===== config.mk =====
export PLATFORM = sky130hd
export DESIGN_NAME = serial_bus_arbiter_flat
export DESIGN_NICKNAME = d
export VERILOG_FILES = /design/src/rtl/serial_bus_arbiter_if.sv /design/src/rtl/serial_bus_arbiter.sv /design/src/flat_wrapper.sv
export SDC_FILE = /design/constraint.sdc
export NUM_CORES = 1
export LEC_CHECK = 0
export BUFFER_PORTS_ARGS = -buffer_cell sky130_fd_sc_hd__buf_4
export CORE_ASPECT_RATIO = 0.8
export CORE_MARGIN = 1
export CORE_UTILIZATION = 50
export DETAILED_ROUTE_END_ITERATION = 7
export PLACE_DENSITY = 0.71
export SLEW_MARGIN = 20
export SYNTH_ARGS = -nofsm -noshare
export SYNTH_HDL_FRONTEND = slang
export SYNTH_SLANG_ARGS = --single-unit

===== constraint.sdc =====
create_clock -name CLK -period 4.3 [get_ports CLK]
set_input_delay 0.86 -clock CLK [delete_from_list [all_inputs] [get_ports CLK]]
set_output_delay 0.86 -clock CLK [all_outputs]
set_load 0.01 [all_outputs]

===== src/rtl/serial_bus_arbiter_if.sv =====
// Serial shared-bus signal bundle between the master ports, the arbiter and
// the bus interconnect. The "master" modport is the arbiter's view: it owns
// the grant and bus-phase strobes. The "slave" modport is the opposite side,
// i.e. the requesting masters and the addressed slave's acknowledge.
interface serial_bus_arbiter_if;
    logic [1:0] M_REQ;
    logic [1:0] M_DONE;
    logic       S_READY;
    logic [1:0] M_GRANT;
    logic       B_UTIL;
    logic       A_ADD;
    logic       B_ERR;

    modport master (
        input  M_REQ,
        input  M_DONE,
        input  S_READY,
        output M_GRANT,
        output B_UTIL,
        output A_ADD,
        output B_ERR
    );

    modport slave (
        output M_REQ,
        output M_DONE,
        output S_READY,
        input  M_GRANT,
        input  B_UTIL,
        input  A_ADD,
        input  B_ERR
    );
endinterface


===== src/rtl/serial_bus_arbiter.sv =====
// Two-master round-robin arbiter and transaction sequencer for the serial
// shared bus. Walks IDLE -> GRANT -> ADDR -> WAIT_ACK -> DATA -> RELEASE,
// drives the one-hot grant and the B_UTIL / A_ADD phase strobes, and bounds
// the wait for the slave acknowledge with a timeout that raises B_ERR.
module serial_bus_arbiter #(
    parameter int ADDR_WIDTH = 2,
    parameter int TIMEOUT    = 15
) (
    input logic                  CLK,
    input logic                  RST,
    serial_bus_arbiter_if.master bus
);

    localparam int CW = $clog2(ADDR_WIDTH + 1);
    localparam logic [CW-1:0] ADDR_LAST = CW'(ADDR_WIDTH - 1);
    localparam logic [CW-1:0] ADDR_ONE  = CW'(1);
    localparam logic [7:0]    TO_LAST   = 8'(TIMEOUT - 1);

    typedef enum logic [2:0] {
        IDLE,
        GRANT,
        ADDR,
        WAIT_ACK,
        DATA,
        RELEASE
    } state_t;

    state_t        state, nxt_state;
    logic          g, nxt_g;
    logic          last, nxt_last;
    logic          err, nxt_err;
    logic [CW-1:0] addr_cnt, nxt_addr_cnt;
    logic [7:0]    to_cnt, nxt_to_cnt;

    logic          win;
    logic          req_g;
    logic          done_g;

    logic [1:0]    grant_d;
    logic          util_d;
    logic          add_d;
    logic          err_d;

    // Next-state, winner selection and counter control; outputs are decoded
    // from the next state so that every strobe leaves a flop (Moore, registered).
    always_comb begin
        nxt_state    = state;
        nxt_g        = g;
        nxt_last     = last;
        nxt_err      = err;
        nxt_addr_cnt = addr_cnt;
        nxt_to_cnt   = to_cnt;
        win          = 1'b0;
        req_g        = bus.M_REQ[g];
        done_g       = bus.M_DONE[g];
        grant_d      = '0;
        util_d       = 1'b0;
        add_d        = 1'b0;
        err_d        = 1'b0;

        case (state)
            IDLE: begin
                if (|bus.M_REQ) begin
                    // Both requesting: the master that did not win last time.
                    if (bus.M_REQ == 2'b11) win = ~last;
                    else                    win = bus.M_REQ[1];
                    nxt_g     = win;
                    nxt_last  = win;
                    nxt_state = GRANT;
                end
            end
            GRANT: begin
                if (!req_g) begin
                    nxt_state = RELEASE;
                end else begin
                    nxt_addr_cnt = '0;
                    nxt_state    = ADDR;
                end
            end
            ADDR: begin
                if (!req_g) begin
                    nxt_state = RELEASE;
                end else if (addr_cnt == ADDR_LAST) begin
                    nxt_to_cnt = '0;
                    nxt_state  = WAIT_ACK;
                end else begin
                    nxt_addr_cnt = addr_cnt + ADDR_ONE;
                end
            end
            WAIT_ACK: begin
                // Ready is tested before the timeout so it wins a tie.
                if (!req_g) begin
                    nxt_state = RELEASE;
                end else if (bus.S_READY) begin
                    nxt_state = DATA;
                end else if (to_cnt == TO_LAST) begin
                    nxt_err   = 1'b1;
                    nxt_state = RELEASE;
                end else begin
                    nxt_to_cnt = to_cnt + 8'd1;
                end
            end
            DATA: begin
                if (!req_g || done_g) nxt_state = RELEASE;
            end
            RELEASE: begin
                nxt_err   = 1'b0;
                nxt_state = IDLE;
            end
            default: begin
                nxt_err   = 1'b0;
                nxt_state = IDLE;
            end
        endcase

        case (nxt_state)
            GRANT: begin
                grant_d = nxt_g ? 2'b10 : 2'b01;
            end
            ADDR: begin
                grant_d = nxt_g ? 2'b10 : 2'b01;
                util_d  = 1'b1;
                add_d   = 1'b1;
            end
            WAIT_ACK, DATA: begin
                grant_d = nxt_g ? 2'b10 : 2'b01;
                util_d  = 1'b1;
            end
            RELEASE: begin
                err_d = nxt_err;
            end
            default: begin
                grant_d = '0;
            end
        endcase
    end

    // State, round-robin pointer, counters and registered bus outputs.
    always_ff @(posedge CLK or posedge RST) begin
        if (RST) begin
            state       <= IDLE;
            g           <= 1'b0;
            last        <= 1'b1;
            err         <= 1'b0;
            addr_cnt    <= '0;
            to_cnt      <= '0;
            bus.M_GRANT <= '0;
            bus.B_UTIL  <= 1'b0;
            bus.A_ADD   <= 1'b0;
            bus.B_ERR   <= 1'b0;
        end else begin
            state       <= nxt_state;
            g           <= nxt_g;
            last        <= nxt_last;
            err         <= nxt_err;
            addr_cnt    <= nxt_addr_cnt;
            to_cnt      <= nxt_to_cnt;
            bus.M_GRANT <= grant_d;
            bus.B_UTIL  <= util_d;
            bus.A_ADD   <= add_d;
            bus.B_ERR   <= err_d;
        end
    end

endmodule


===== src/flat_wrapper.sv =====
// flat-port wrapper written by rule: the top's interface ports become plain ports
module serial_bus_arbiter_flat 
#(
    parameter int ADDR_WIDTH = 2,
    parameter int TIMEOUT    = 15
)
  (CLK, RST, bus_M_REQ, bus_M_DONE, bus_S_READY, bus_M_GRANT, bus_B_UTIL, bus_A_ADD, bus_B_ERR);
  serial_bus_arbiter_if bus_i ();
  input logic CLK;
  input logic RST;
  input wire logic [$bits(bus_i.M_REQ)-1:0] bus_M_REQ;
  input wire logic [$bits(bus_i.M_DONE)-1:0] bus_M_DONE;
  input wire logic [$bits(bus_i.S_READY)-1:0] bus_S_READY;
  output wire logic [$bits(bus_i.M_GRANT)-1:0] bus_M_GRANT;
  output wire logic [$bits(bus_i.B_UTIL)-1:0] bus_B_UTIL;
  output wire logic [$bits(bus_i.A_ADD)-1:0] bus_A_ADD;
  output wire logic [$bits(bus_i.B_ERR)-1:0] bus_B_ERR;
  assign bus_i.M_REQ = bus_M_REQ;
  assign bus_i.M_DONE = bus_M_DONE;
  assign bus_i.S_READY = bus_S_READY;
  assign bus_M_GRANT = bus_i.M_GRANT;
  assign bus_B_UTIL = bus_i.B_UTIL;
  assign bus_A_ADD = bus_i.A_ADD;
  assign bus_B_ERR = bus_i.B_ERR;
  serial_bus_arbiter #(.ADDR_WIDTH(ADDR_WIDTH), .TIMEOUT(TIMEOUT)) u_core (.CLK(CLK), .RST(RST), .bus(bus_i));
endmodule

# --- Word level (Yosys, flattened, before mapping) ---
# Cells that the tools add are included.
classes:
  bitwise: 1
  n_eq_ne: 19
  addsub: 2
  magnitude_cmp: 1
  reduce_logical: 12
  muxes: 35
op_table:
  columns: ["op", "n"]
  rows:
  - ["8-bit two-way mux", 5]
  - ["3-bit two-way mux", 8]
  - ["8-bit one-hot mux with 2 select lines", 1]
  - ["3-bit one-hot mux with 5 select lines", 1]
  - ["1-bit two-way mux", 13]
  - ["3-bit by 2-bit equality test with 1-bit output, second input constant", 4]
  - ["2-bit two-way mux", 5]
  - ["3-bit equality test, second input constant", 3]
  - ["8-bit by 1-bit adder with 8-bit output, second input constant", 1]
  - ["8-bit by 4-bit equality test with 1-bit output, second input constant", 1]
  - ["2-bit by 1-bit != test with 1-bit output, second input constant", 4]
  - ["4-bit OR reduction", 2]
  - ["3-bit by 1-bit equality test with 1-bit output, second input constant", 2]
  - ["2-bit != test, second input constant", 3]
  - ["6-bit AND reduction", 1]
  - ["2-bit one-hot mux with 2 select lines", 1]
  - ["4-bit AND reduction", 1]
  - ["2-bit nonzero test", 2]
  - ["3-bit zero test", 1]
  - ["3-bit OR reduction", 1]
  - ["2-bit by 1-bit adder with 2-bit output, second input constant", 1]
  - ["2-bit by 1-bit equality test with 1-bit output, second input constant", 1]
  - ["2-bit equality test, second input constant", 1]
  - ["1-bit by 2-bit < comparator with 1-bit output, second input constant", 1]
  - ["other kinds (6)", 6]
word_totals:
  out_inout_bits: 5
  word_cells: 80
  register_bits: 21

# --- Logic depth before layout (Yosys ltp) ---
# Gate-level depths: netlist of the first run.
logic_depth:
  depth_word: 9
  depth_mapped: 8
  ltp_nobuf: 7

# --- Least setup slack after synthesis of the first run ---
# Ideal clock, no wire load.
synth_path:
  path_type: "input to register"
  startpoint: "in bus_M_REQ[1]"
  endpoint: "reg u_core.to_cnt[7]"
  setup_time_ns: 0.078
  path_buffers: 0
  arrival_time_ns: 2.058
  path_stages: 5
  path_slack_ns: 2.165
  cell_sequence: "mux2i_1 > a21o_1 > a211o_1 > or4_1 > a21oi_1"
synth_between:
  elab_chain_len: 4
  word_cells_on_any_way: 5
  cone_classes: "eq/ne (2); mux (2); reduce/logical (1)"
synth_lines:
  columns: ["element", "line_no", "text"]
  rows:
  - ["start: declaration", "flat_wrapper.sv:11", "input wire logic [$bits(bus_i.M_REQ)-1:0] bus_M_REQ;"]
  - ["1-bit two-way mux (implied by the code) (*) (2 in series)", "serial_bus_arbiter.sv:54", "req_g = bus.M_REQ[g];"]
  - ["2-bit by 1-bit != test with 1-bit output (no source line)", null, null]
  - ["6-bit AND reduction (no source line) (*)", null, null]
  - ["end signal: assignment", "serial_bus_arbiter.sv:157", "to_cnt <= nxt_to_cnt;"]
  - ["end: declaration", "serial_bus_arbiter.sv:33", "logic [7:0] to_cnt, nxt_to_cnt;"]
# Every way passes the cells marked *; elsewhere a longest branch is shown, timed or not. The select of a mux whose other input is x is not followed.
# A chain may end at the register's enable or synchronous reset.

# --- Worst setup path in the final report of the first run ---
layout_path:
  startpoint: "reg u_core.to_cnt[0]"
  endpoint: "reg u_core.to_cnt[7]"
layout_between:
  elab_chain_len: 5
  word_cells_on_any_way: 8
  cone_classes: "add/sub (1); eq/ne (2); mux (4); reduce/logical (1)"
layout_lines:
  columns: ["element", "line_no", "text"]
  rows:
  - ["8-bit by 1-bit adder with 8-bit output", "serial_bus_arbiter.sv:100", "nxt_to_cnt = to_cnt + 8'd1;"]
  - ["8-bit two-way mux", "serial_bus_arbiter.sv:96", "end else if (to_cnt == TO_LAST) begin"]
  - ["8-bit two-way mux", "serial_bus_arbiter.sv:94", "end else if (bus.S_READY) begin"]
  - ["8-bit two-way mux", "serial_bus_arbiter.sv:92", "if (!req_g) begin"]
  - ["8-bit one-hot mux with 2 select lines", "serial_bus_arbiter.sv:61", "case (state)"]
# Parallel ways exist; a longest one is shown, timed or not. The select of a mux whose other input is x is not followed.

==> results by group, run 1 <==
Cells and area
  • Layout Cells excl Fill: 149
  • Most common cell after layout, fill and taps aside: dfrtp_1
  • Nets: 136
  • Ant diodes: 0
  • Fill count: 164
  • Area delta synth->final: 10.2%
  • Ratio of cells with drive above 1 in the final layout: 18.4%
  • Most frequent cells in the layout: dfrtp_1, buf_4, nor3_1

Synth
  • Yosys top cell area share: 44.3%
  • Synth area leader: dfrtp_1
  • Syn nets: 125
  • Flops & latches, synth: 21
  • Sequential-to-total area share from yosys stat: 46.7%
  • Async S/R FF share, synth: 100%
  • Cell Area, Synth: 1130 um^2
  • Syn Inst Count: 115
  • Main flop type after synthesis: dfrtp_1
  • Synth unique cells: 41
  • Mean post-synth cell area: 9.81 um^2
  • EDFF count, synth: 0
  • YS warnings: 0
  • Largest cells by area after synthesis: dfrtp_1, nor3_1, ha_1

CTS
  • Post_cts resized: 0
  • Later-pin clock latency in the skew report: 0.32 ns
  • Cts bufs inserted: 3
  • Clock sink total: 21
  • CTS tree: built
  • Cts hold-fix bufs: 0
  • H-tree depth: 1
  • CTS Root Cell: clkbuf_4
  • Clk slew on worst S/H paths: 0.13 ns
  • CTS Buffer Depth: 2
  • Post-CTS setup buffers: 0

STA
  • Final Hold Vio Count: 0
  • F_max: 456 MHz
  • Worst-Margin Slew: 0.796 ns
  • Fin Setup TNS: 0 ns
  • RSZ-0062 raised after global routing: no
  • Final setup fails: 0
  • Slew headroom: 46.9%
  • Fin crit period: 2.19 ns
  • Slew Limit Fails: 0
  • Fin crit share: 51.0%
  • Final Skew: 0.00748 ns

Pwr
  • PD cells: 610 nW/um^2
  • Sw Ratio: 41.4%
  • Static leakage power: 0.543 nW
  • Comb power frac: 41.5%
  • Max rail drop VDD: 0.454 mV
  • P_sw: 314 uW
  • Tot Pwr: 758 uW
  • Sequential share of power: 44.9%
  • Clock network power share: 13.6%
  • Internal power: 444 uW

GRT
  • Vias in the first global route: 785
  • Gr usage total: 21.7%
  • Initial antenna violation count: 0
  • Largest net degree at the start of global routing: 22
  • First-pass GRT wire length: 3610 um
  • GR Overflow Total: 0

Drt
  • 1st-iter DRT viols: 16
  • Final wirelength: 2270 um
  • Post-DRT Antenna Nets: 0
  • Via/cell ratio: 6.02
  • # DRC: 0
  • WL per Instance: 15.2 um
  • DRT Pass-1 Iters: 4
  • Via count: 897

Run status
  • Outcome: finished, final reports clean

Floorplanning
  • DIE AREA: 2450 um^2
  • Std-Cell Core Area: 2000 um^2
  • Die height: 44.5 um
  • Initial core utilization: 56.5%
  • Ports: 12
  • Die width: 55.1 um
  • Row cnt: 14

Worst setup path
  • Critical path peak fanout: 12
  • CP Data Required Time: 4.55 ns
  • WS Path Type: flip-flop to flip-flop
  • CP Launch Type: flip-flop
  • Crit path capture type: flip-flop
  • Worst EP arrival: 2.45 ns

Placement
  • RD Place Congestion: 0.772
  • Inst Count DP: 145
  • Post-DP HPWL: 1630 um
  • I/O Buffers: 11

Worst hold path
  • Hold Crit Class: flip-flop to flip-flop

Run
  • Max-Cap Viols: 0
-- layout make-up --
| class | count | area, um^2 | area share, % |
|---|---|---|---|
| Multi-Input combinational cell | 82 | 548 | 44.1 |
| Timing Repair Buffer | 11 | 82.6 | 6.64 |
| Inverter | 7 | 26.3 | 2.11 |
| Tap cell | 24 | 30.0 | 2.41 |
| Clock buffer | 3 | 22.5 | 1.81 |
| Clock inverter | 1 | 7.51 | 0.604 |
| Sequential cell | 21 | 527 | 42.4 |
-- worst max-delay path: stages (launching register included) --
cell	delay (ns)
dfrtp_1	0.41
inv_1	0.07
ha_1	0.19
nor3b_1	0.17
a21o_1	0.21
a211o_1	0.42
or4_1	0.50
a21oi_1	0.16
-- per-stage QoR --
step / setup WS, ns / hold slack [ns] / util [%] / area (um^2)
floorplan: 2.16 / 0.465 / - / 1130
global placement: 1.88 / 0.519 / 60.8 / 1210
detailed placement: 1.82 / 0.530 / 60.8 / 1210
CTS: 2.10 / 0.559 / 62.3 / 1240
global route: 1.93 / 0.560 / 62.3 / 1240
finish: 2.11 / 0.560 / 62.3 / 1240
-- state kept, by name, indices dropped and copies added (netlist names) --
register,cells
u_core.bus.B_UTIL,1
u_core.bus.B_ERR,1
u_core.addr_cnt,2
u_core.bus.M_GRANT,2
u_core.g,1
u_core.to_cnt,8
u_core.err,1
u_core.last,1
u_core.bus.A_ADD,1
u_core.state,3
-- cell usage after synthesis, types with 2 or more instances --
cell and count:
a211o_1 2, a211oi_1 2, a21o_1 2, a21oi_1 7, a31oi_1 3, clkbuf_1 3
dfrtp_1 20, ha_1 3, inv_1 7, mux2_2 2, mux2i_1 2, nand2_1 7
nand2b_1 2, nand3_1 2, nand4_1 2, nor2_1 4, nor3_1 9, nor3b_1 2
o21ai_0 7, o31ai_1 2, or3_1 3, xnor2_1 3
-- power groups by stage --
stage,Combinational (mW),Clock (mW),Sequential (mW)
2_1_floorplan,0.267,0,0.303
3_3_place_gp,0.298,0,0.338
5_1_grt,0.352,0.115,0.350
3_5_place_dp,0.313,0,0.343
4_1_cts,0.316,0.103,0.338
6_report,0.315,0.103,0.340
-- routing by layer --
| layer | wire [um] | part of all wire [%] | GRT usage [%] |
|---|---|---|---|
| met4 | 37 | 1.6 | 9.50 |
| met3 | 99 | 4.4 | 6.87 |
| met1 | 1130 | 50 | 29.5 |
| met2 | 1000 | 44 | 31.6 |
| met5 | 0 | 0 | 0 |
-- cell families (layout without fill, tap and decap cells) --
kind of cell,count (synthesis),after routing,synth area share (%)
buffers and inverters,12,22,4.77
AOI/OAI and AO/OA,32,32,19.0
adders and majority gates,3,3,3.33
muxes,4,4,3.77
DFF,21,21,46.7
and+or+nand+nor,40,40,20.2
xor gates and xnor gates,3,3,2.33
-- worst paths after layout --
check | slack (ns) | startpoint | to | cells past startpoint
setup / recovery | 2.11 | u_core.to_cnt[0] | u_core.to_cnt[7] | 7
hold / removal | 0.56 | u_core.addr_cnt[1] | u_core.addr_cnt[1] | 2
setup reg to reg | 2.11 | u_core.to_cnt[0] | u_core.to_cnt[7] | 7
hold reg to reg | 0.56 | u_core.addr_cnt[1] | u_core.addr_cnt[1] | 2
max in group asynchronous | 3.13 | RST | u_core.to_cnt[6] | 2
min in group asynchronous | 0.68 | RST | u_core.to_cnt[7] | 2
No activity file was read; power rests on OpenSTA's default activity.
==> run 2, diff against run 1 <==
- ABC_AREA: default -> 1
- PLACE_DENSITY: 0.71 -> 0.7
- clock period: 4.3 -> 2.2 ns (I/O delays scaled with it)
==> results by group, run 2 <==
Worst setup path
  • Crit path capture type: flip-flop (unchanged)
  • CP Launch Type: flip-flop (unchanged)
  • R2R depth: 10 (was 7)
  • Reg2Reg Setup Slack: 0.53 ns (was 2.11 ns)
  • Worst path slowest cell: dfrtp_1 (was or4_1)
  • Critical Path Most Common Cell: nor2_1
  • Worst EP arrival: 1.88 ns (was 2.45 ns)
  • Critical path peak fanout: 14 (was 12)
  • Worst path bufs/invs: 1 (unchanged)
  • CP Data Required Time: 2.41 ns (was 4.55 ns)
  • Crit-path cells: inv_1 > ha_1 > nand2_1 > nor2_1 > nand3_2 > nand2_4 > nor2_4 > nand3_1 > o21ai_0 > nor2_1 (was inv_1 > ha_1 > nor3b_1 > a21o_1 > a211o_1 > or4_1 > a21oi_1)
  • Worst reg2reg startpoint: u_core.to_cnt[0] (unchanged)
  • RR Endpoint: u_core.to_cnt[2] (was u_core.to_cnt[7])
  • Crit path max-delay family: simple AND/OR/NAND/NOR gates (was compound AO/OA/AOI/OAI gates)
  • Crit path largest cell delay: 0.42 ns (was 0.50 ns)
  • WS Path Type: flip-flop to flip-flop (unchanged)

STA
  • Fin crit share: 75.7% (was 51.0%)
  • Final Skew: 0.00203 ns (was 0.00748 ns)
  • Final setup fails: 0 (unchanged)
  • Fin crit period: 1.67 ns (was 2.19 ns)
  • F_max: 600 MHz (was 456 MHz)
  • Slack of the critical path: 0.534 ns (was 2.11 ns)
  • Worst-Margin Slew: 0.772 ns (was 0.796 ns)
  • Fin Setup TNS: 0 ns (unchanged)
  • Slew headroom: 48.5% (was 46.9%)
  • Slew Limit Fails: 0 (unchanged)
  • RSZ-0062 raised after global routing: no (unchanged)
  • Final Hold Vio Count: 0 (unchanged)
  • Hold Slack: 0.259 ns (was 0.560 ns)

Pwr
  • P_sw: 705 uW (was 314 uW)
  • Comb power frac: 48.0% (was 41.5%)
  • Max rail drop VDD: 0.630 mV (was 0.454 mV)
  • Internal power: 833 uW (was 444 uW)
  • Tot Pwr: 1.54 mW (was 758 uW)
  • Sequential share of power: 39.6% (was 44.9%)
  • Clock network power share: 12.4% (was 13.6%)
  • PD cells: 1090 nW/um^2 (was 610 nW/um^2)
  • Sw Ratio: 45.8% (was 41.4%)
  • Static leakage power: 0.760 nW (was 0.543 nW)

CTS
  • Cts bufs inserted: 3 (unchanged)
  • H-tree depth: 1 (unchanged)
  • Post_cts resized: 0 (unchanged)
  • Post-CTS setup buffers: 0 (unchanged)
  • CTS tree: built (unchanged)
  • Clock sink total: 21 (unchanged)
  • CTS Root Cell: clkbuf_4 (unchanged)
  • Later-pin clock latency in the skew report: 0.31 ns (was 0.32 ns)
  • Cts hold-fix bufs: 0 (unchanged)
  • Clk slew on worst S/H paths: 0.12 ns (was 0.13 ns)
  • CTS Buffer Depth: 2 (unchanged)

Synth
  • Async S/R FF share, synth: 100% (unchanged)
  • Synth unique cells: 27 (was 41)
  • Flops & latches, synth: 21 (unchanged)
  • Commonest cells post-synth: nand2_1, inv_1, dfrtp_1, nor2_1, o21ai_0 (was dfrtp_1, nor3_1)
  • Syn Inst Count: 164 (was 115)
  • EDFF count, synth: 0 (unchanged)
  • Main flop type after synthesis: dfrtp_1 (unchanged)
  • Mean post-synth cell area: 7.71 um^2 (was 9.81 um^2)
  • Most numerous cell in the Yosys netlist: nand2_1 (was dfrtp_1)
  • Syn nets: 174 (was 125)
  • YS warnings: 0 (unchanged)
  • Cell Area, Synth: 1260 um^2 (was 1130 um^2)
  • Yosys top cell area share: 39.6% (was 44.3%)
  • Sequential-to-total area share from yosys stat: 41.7% (was 46.7%)
  • Largest cells by area after synthesis: dfrtp_1, nand2_1, inv_1 (was dfrtp_1, nor3_1, ha_1)
  • Synth area leader: dfrtp_1 (unchanged)

Placement
  • RD Place Congestion: 0.901 (was 0.772)
  • Inst Count DP: 208 (was 145)
  • Post-DP HPWL: 1940 um (was 1630 um)
  • I/O Buffers: 11 (unchanged)
  • DP Area: 1380 um^2 (was 1210 um^2)
  • DP Worst Slack: 0.516 ns (was 1.82 ns)

Drt
  • Post-DRT Antenna Nets: 0 (unchanged)
  • # DRC: 0 (unchanged)
  • 1st-iter DRT viols: 22 (was 16)
  • Met3 WL: 161 um (was 99 um)
  • DRT Pass-1 Iters: 5 (was 4)
  • Final wirelength: 2470 um (was 2270 um)
  • Met2 wire len: 1000 um (about the same)
  • Highest metal used: met4 (unchanged)
  • Via count: 1053 (was 897)
  • Met1 Wirelength: 1280 um (was 1130 um)
  • Via/cell ratio: 4.97 (was 6.02)
  • WL per Instance: 11.6 um (was 15.2 um)

Run
  • Max-Cap Viols: 0 (unchanged)

Floorplanning
  • Row cnt: 15 (was 14)
  • Initial core utilization: 55.6% (was 56.5%)
  • Die width: 58.2 um (was 55.1 um)
  • DIE AREA: 2730 um^2 (was 2450 um^2)
  • Ports: 12 (unchanged)
  • Die height: 47.0 um (was 44.5 um)
  • Std-Cell Core Area: 2270 um^2 (was 2000 um^2)

Cells and area
  • Ratio of cells with drive above 1 in the final layout: 21.9% (was 18.4%)
  • Area delta synth->final: 11.4% (was 10.2%)
  • Area of the multi-input gates: 613 um^2 (was 548 um^2)
  • Final core occ: 62.0% (was 62.3%)
  • Regs by FF count: u_core.to_cnt x8, u_core.state x3 (unchanged)
  • Fill count: 212 (was 164)
  • Ant diodes: 0 (unchanged)
  • Top reg by flops: u_core.to_cnt (unchanged)
  • Finished Cell Area: 1410 um^2 (was 1240 um^2)
  • Max FFs per register: 8 (unchanged)
  • Nets: 189 (was 136)
  • FF+latch area: 527 um^2 (unchanged)
  • Layout Cells excl Fill: 212 (was 149)
  • Most frequent cells in the layout: nand2_1, inv_1, dfrtp_1 (was dfrtp_1, buf_4, nor3_1)
  • Most common cell after layout, fill and taps aside: nand2_1 (was dfrtp_1)

Run status
  • Outcome: finished, final reports clean (unchanged)

Worst hold path
  • Hold Crit Class: input pin to asynchronous set/reset pin (was flip-flop to flip-flop)

GRT
  • Gr usage total: 20.4% (was 21.7%)
  • GR Overflow Total: 0 (unchanged)
  • Initial antenna violation count: 0 (unchanged)
  • First-pass GRT wire length: 4010 um (was 3610 um)
  • Vias in the first global route: 876 (was 785)
  • Largest net degree at the start of global routing: 22 (unchanged)
[run 2: cell count changes in the layout (fill, tap and decap cells not counted), sizes merged, moves of 3 or more]
cell | previous run | this run
nand3 | 2 | 12
xnor2 | 3 | 0
nor3 | 9 | 3
o21ai | 7 | 12
nand2 | 7 | 45
nor2 | 4 | 22
nand4 | 2 | 5
a21oi | 7 | 4
or3 | 4 | 0
inv | 7 | 30
a31oi | 3 | 0
[run 2: worst register-to-register path, delay by kind of cell (launching register included)]
family | cells | cell delay (ns)
adder cells (fa/ha/maj) | 1 | 0.21
AO/OA/AOI/OAI | 1 | 0.12
flip-flops | 1 | 0.42
AND/OR/NAND/NOR | 7 | 0.72
buffers and inverters | 1 | 0.09
[run 2: area by class of cell]
type,instances,share of cell area [%]
inverters,30,8.00
flip-flops and latches,21,37.4
multi-input cells,112,43.6
repair buffers,11,5.87
well taps,34,3.02
clock buffers,3,1.60
clock inverters,1,0.533
[run 2: routing by layer]
| metal | vias up | GRT usage [%] |
|---|---|---|
| met5 | - | 0 |
| met4 | 0 | 5.71 |
| met3 | 4 | 4.96 |
| met1 | 476 | 29.9 |
| li1 | 545 | - |
| met2 | 28 | 30.6 |
[run 2: cells by family (layout without fill, tap and decap cells)]
logic type	after synthesis	count (layout)	synth area share (%)
xor+xnor	2	2	1.39
simple gates	87	87	35.1
fa+ha+maj	3	3	2.97
flops	21	21	41.7
buf+inv	31	45	9.80
compound gates	20	20	9.01
[run 2: power by group through the flow]
stage / clock network, mW / logic [mW] / registers [mW]
CTS: 0.200 / 0.740 / 0.606
global placement: 0 / 0.726 / 0.610
finish: 0.191 / 0.738 / 0.610
detailed placement: 0 / 0.740 / 0.611
floorplan: 0 / 0.565 / 0.605
global route: 0.213 / 0.835 / 0.625
[run 2: how the worst max path moves through the flow]
stage                                start          endpoint  slack, ns  depth (start not counted)
after global placement        bus_M_REQ[1]  u_core.to_cnt[2]       0.59                         10
after detailed placement      bus_M_REQ[1]  u_core.to_cnt[2]       0.52                         10
after floorplan           u_core.to_cnt[0]  u_core.to_cnt[2]       0.80                         10
after CTS                 u_core.to_cnt[0]  u_core.to_cnt[2]       0.54                         10
final                     u_core.to_cnt[0]  u_core.to_cnt[2]       0.53                         10
after global routing      u_core.to_cnt[0]  u_core.to_cnt[2]       0.35                         10
==> run 3, diff against run 2 <==
- clock period: 2.2 -> 1.7 ns (I/O delays scaled with it)
==> results by group, run 3 (synthesis results as in run 2) <==
CTS
  • Clk slew on worst S/H paths: 0.13 ns (was 0.12 ns)
  • CTS tree: built (unchanged)
  • Cts bufs inserted: 3 (unchanged)
  • Later-pin clock latency in the skew report: 0.31 ns (about the same)
  • CTS Root Cell: clkbuf_4 (unchanged)
  • CTS Buffer Depth: 2 (unchanged)
  • H-tree depth: 1 (unchanged)
  • Clock sink total: 21 (unchanged)

Cells and area
  • Ant diodes: 0 (unchanged)
  • Most frequent cells in the layout: nand2_1, inv_1, dfrtp_1 (unchanged)
  • Nets: 194 (was 189)
  • Ratio of cells with drive above 1 in the final layout: 25.7% (was 21.9%)
  • Final core occ: 65.1% (was 62.0%)
  • Regs by FF count: u_core.to_cnt x8, u_core.state x3 (unchanged)
  • Top reg by flops: u_core.to_cnt (unchanged)
  • Area delta synth->final: 16.9% (was 11.4%)
  • Most common cell after layout, fill and taps aside: nand2_1 (unchanged)
  • Max FFs per register: 8 (unchanged)

GRT
  • Initial antenna violation count: 0 (unchanged)
  • Vias in the first global route: 984 (was 876)
  • GR Overflow Total: 0 (unchanged)
  • First-pass GRT wire length: 4330 um (was 4010 um)
  • Gr usage total: 21.5% (was 20.4%)
  • Largest net degree at the start of global routing: 15 (was 22)

Worst setup path
  • WS Path Type: flip-flop to flip-flop (unchanged)
  • Crit path capture type: flip-flop (unchanged)
  • Crit-path cells: inv_2 > nand2_4 > nor2_8 > nand3_2 > nand2_4 > nor2_4 > buf_12 > nor2_2 > nand3_2 > nand2_1 > inv_1 (was inv_1 > ha_1 > nand2_1 > nor2_1 > nand3_2 > nand2_4 > nor2_4 > nand3_1 > o21ai_0 > nor2_1)
  • Worst reg2reg startpoint: u_core.state[2] (was u_core.to_cnt[0])
  • Worst EP arrival: 1.85 ns (was 1.88 ns)
  • Setup crit start: u_core.state[2] (was u_core.to_cnt[0])
  • CP Launch Type: flip-flop (unchanged)
  • Crit path largest cell delay: 0.43 ns (was 0.42 ns)
  • Critical path peak fanout: 13 (was 14)
  • CP Data Required Time: 1.92 ns (was 2.41 ns)
  • Worst path slowest cell: dfrtp_1 (unchanged)

Placement
  • Post-DP HPWL: 2050 um (was 1940 um)
  • RD Place Congestion: 0.924 (was 0.901)
  • I/O Buffers: 11 (unchanged)

STA
  • Worst-Margin Slew: 0.393 ns (was 0.772 ns)
  • Fin crit period: 1.63 ns (was 1.67 ns)
  • Final Hold Vio Count: 0 (unchanged)
  • Final Skew: 0.00383 ns (was 0.00203 ns)
  • F_max: 613 MHz (was 600 MHz)
  • Final setup fails: 0 (unchanged)
  • Slew headroom: 73.8% (was 48.5%)
  • Fin crit share: 96.0% (was 75.7%)
  • Slew Limit Fails: 0 (unchanged)
  • Hold Slack: 0.332 ns (was 0.259 ns)

Run status
  • Outcome: finished, final reports clean (unchanged)

Floorplanning
  • Ports: 12 (unchanged)
  • Die height: 47.0 um (unchanged)
  • Initial core utilization: 55.6% (unchanged)
  • Row cnt: 15 (unchanged)
  • Std-Cell Core Area: 2270 um^2 (unchanged)
  • Die width: 58.2 um (unchanged)
  • DIE AREA: 2730 um^2 (unchanged)

Pwr
  • Sequential share of power: 37.8% (was 39.6%)
  • P_sw: 957 uW (was 705 uW)
  • Max rail drop VDD: 1.02 mV (was 0.630 mV)
  • Tot Pwr: 2.09 mW (was 1.54 mW)
  • Clock network power share: 12.2% (was 12.4%)
  • Sw Ratio: 45.9% (was 45.8%)
  • Internal power: 1.13 mW (was 833 uW)
  • Comb power frac: 50.0% (was 48.0%)
  • Static leakage power: 0.791 nW (was 0.760 nW)
  • PD cells: 1410 nW/um^2 (was 1090 nW/um^2)

Worst hold path
  • Hold Crit Class: input pin to flip-flop (was input pin to asynchronous set/reset pin)
  • Worst hold start: bus_M_REQ[1]

Drt
  • Via count: 1126 (was 1053)
  • Via/cell ratio: 5.19 (was 4.97)
  • Post-DRT Antenna Nets: 0 (unchanged)
  • # DRC: 0 (unchanged)
  • WL per Instance: 12.9 um (was 11.6 um)
  • DRT Pass-1 Iters: 4 (was 5)
  • 1st-iter DRT viols: 65 (was 22)
  • Final wirelength: 2810 um (was 2470 um)

Run
  • Max-Cap Viols: 0 (unchanged)
==> run 3: path summary, 6_finish.rpt <==
kind,to,slack [ns],cells after the start
max,u_core.bus.M_GRANT[1],0.07,11
min,u_core.last,0.33,3
max reg2reg,u_core.bus.M_GRANT[1],0.07,11
min reg2reg,u_core.addr_cnt[1],0.50,2
max in group asynchronous,u_core.addr_cnt[0],0.64,4
min in group asynchronous,u_core.bus.B_ERR,0.56,3
==> run 3: timing repair <==
action,CTS,global route
gates resized for setup,0,5
hold buffers,1,0
hold endpoints to repair,9,0
buffers inserted,0,3
setup endpoints to repair,0,7
==> run 3: final cells by class <==
| class | count | area, um^2 |
|---|---|---|
| clock inverter | 1 | 7.51 |
| multi-input combinational | 112 | 631 |
| timing repair buffer | 16 | 135 |
| tap | 34 | 42.5 |
| clock buffer | 3 | 22.5 |
| sequential | 21 | 527 |
| fill | 214 | 793 |
| inverter | 30 | 113 |
==> run 3: power groups by stage <==
stage          logic (mW)  clock network [mW]  registers, mW
2_1_floorplan       0.731                   0          0.783
3_3_place_gp        0.942                   0          0.788
3_5_place_dp        0.966                   0          0.795
4_1_cts             0.977               0.260          0.786
5_1_grt              1.19               0.270          0.803
6_report             1.04               0.254          0.788
==> run 3: critical path, delay by kind of cell (launching register included) <==
family,cells,cell delay [ns]
AND/OR/NAND/NOR,8,0.82
flip-flops,1,0.43
buffers and inverters,3,0.30
==> run 3: stage by stage <==
step | setup TNS, ns | setup slack (ns) | cells | cell area, um^2
3_3_place_gp | 0 | 0.0926 | 209 | 1390
3_5_place_dp | 0 | 0.0603 | 209 | 1390
5_1_grt | -0.00261 | -0.00261 | 217 | 1480
6_report | 0 | 0.0686 | 217 | 1480
2_1_floorplan | 0 | 0.296 | 164 | 1260
4_1_cts | 0 | 0.0327 | 214 | 1430
==> run 3: layer usage <==
metal	vias to the layer above	global-route usage [%]	wire (um)
met3	2	6.34	174
met4	0	2.38	18
met1	520	30.1	1290
li1	559	-	-
met2	45	34.9	1320
met5	-	0	0
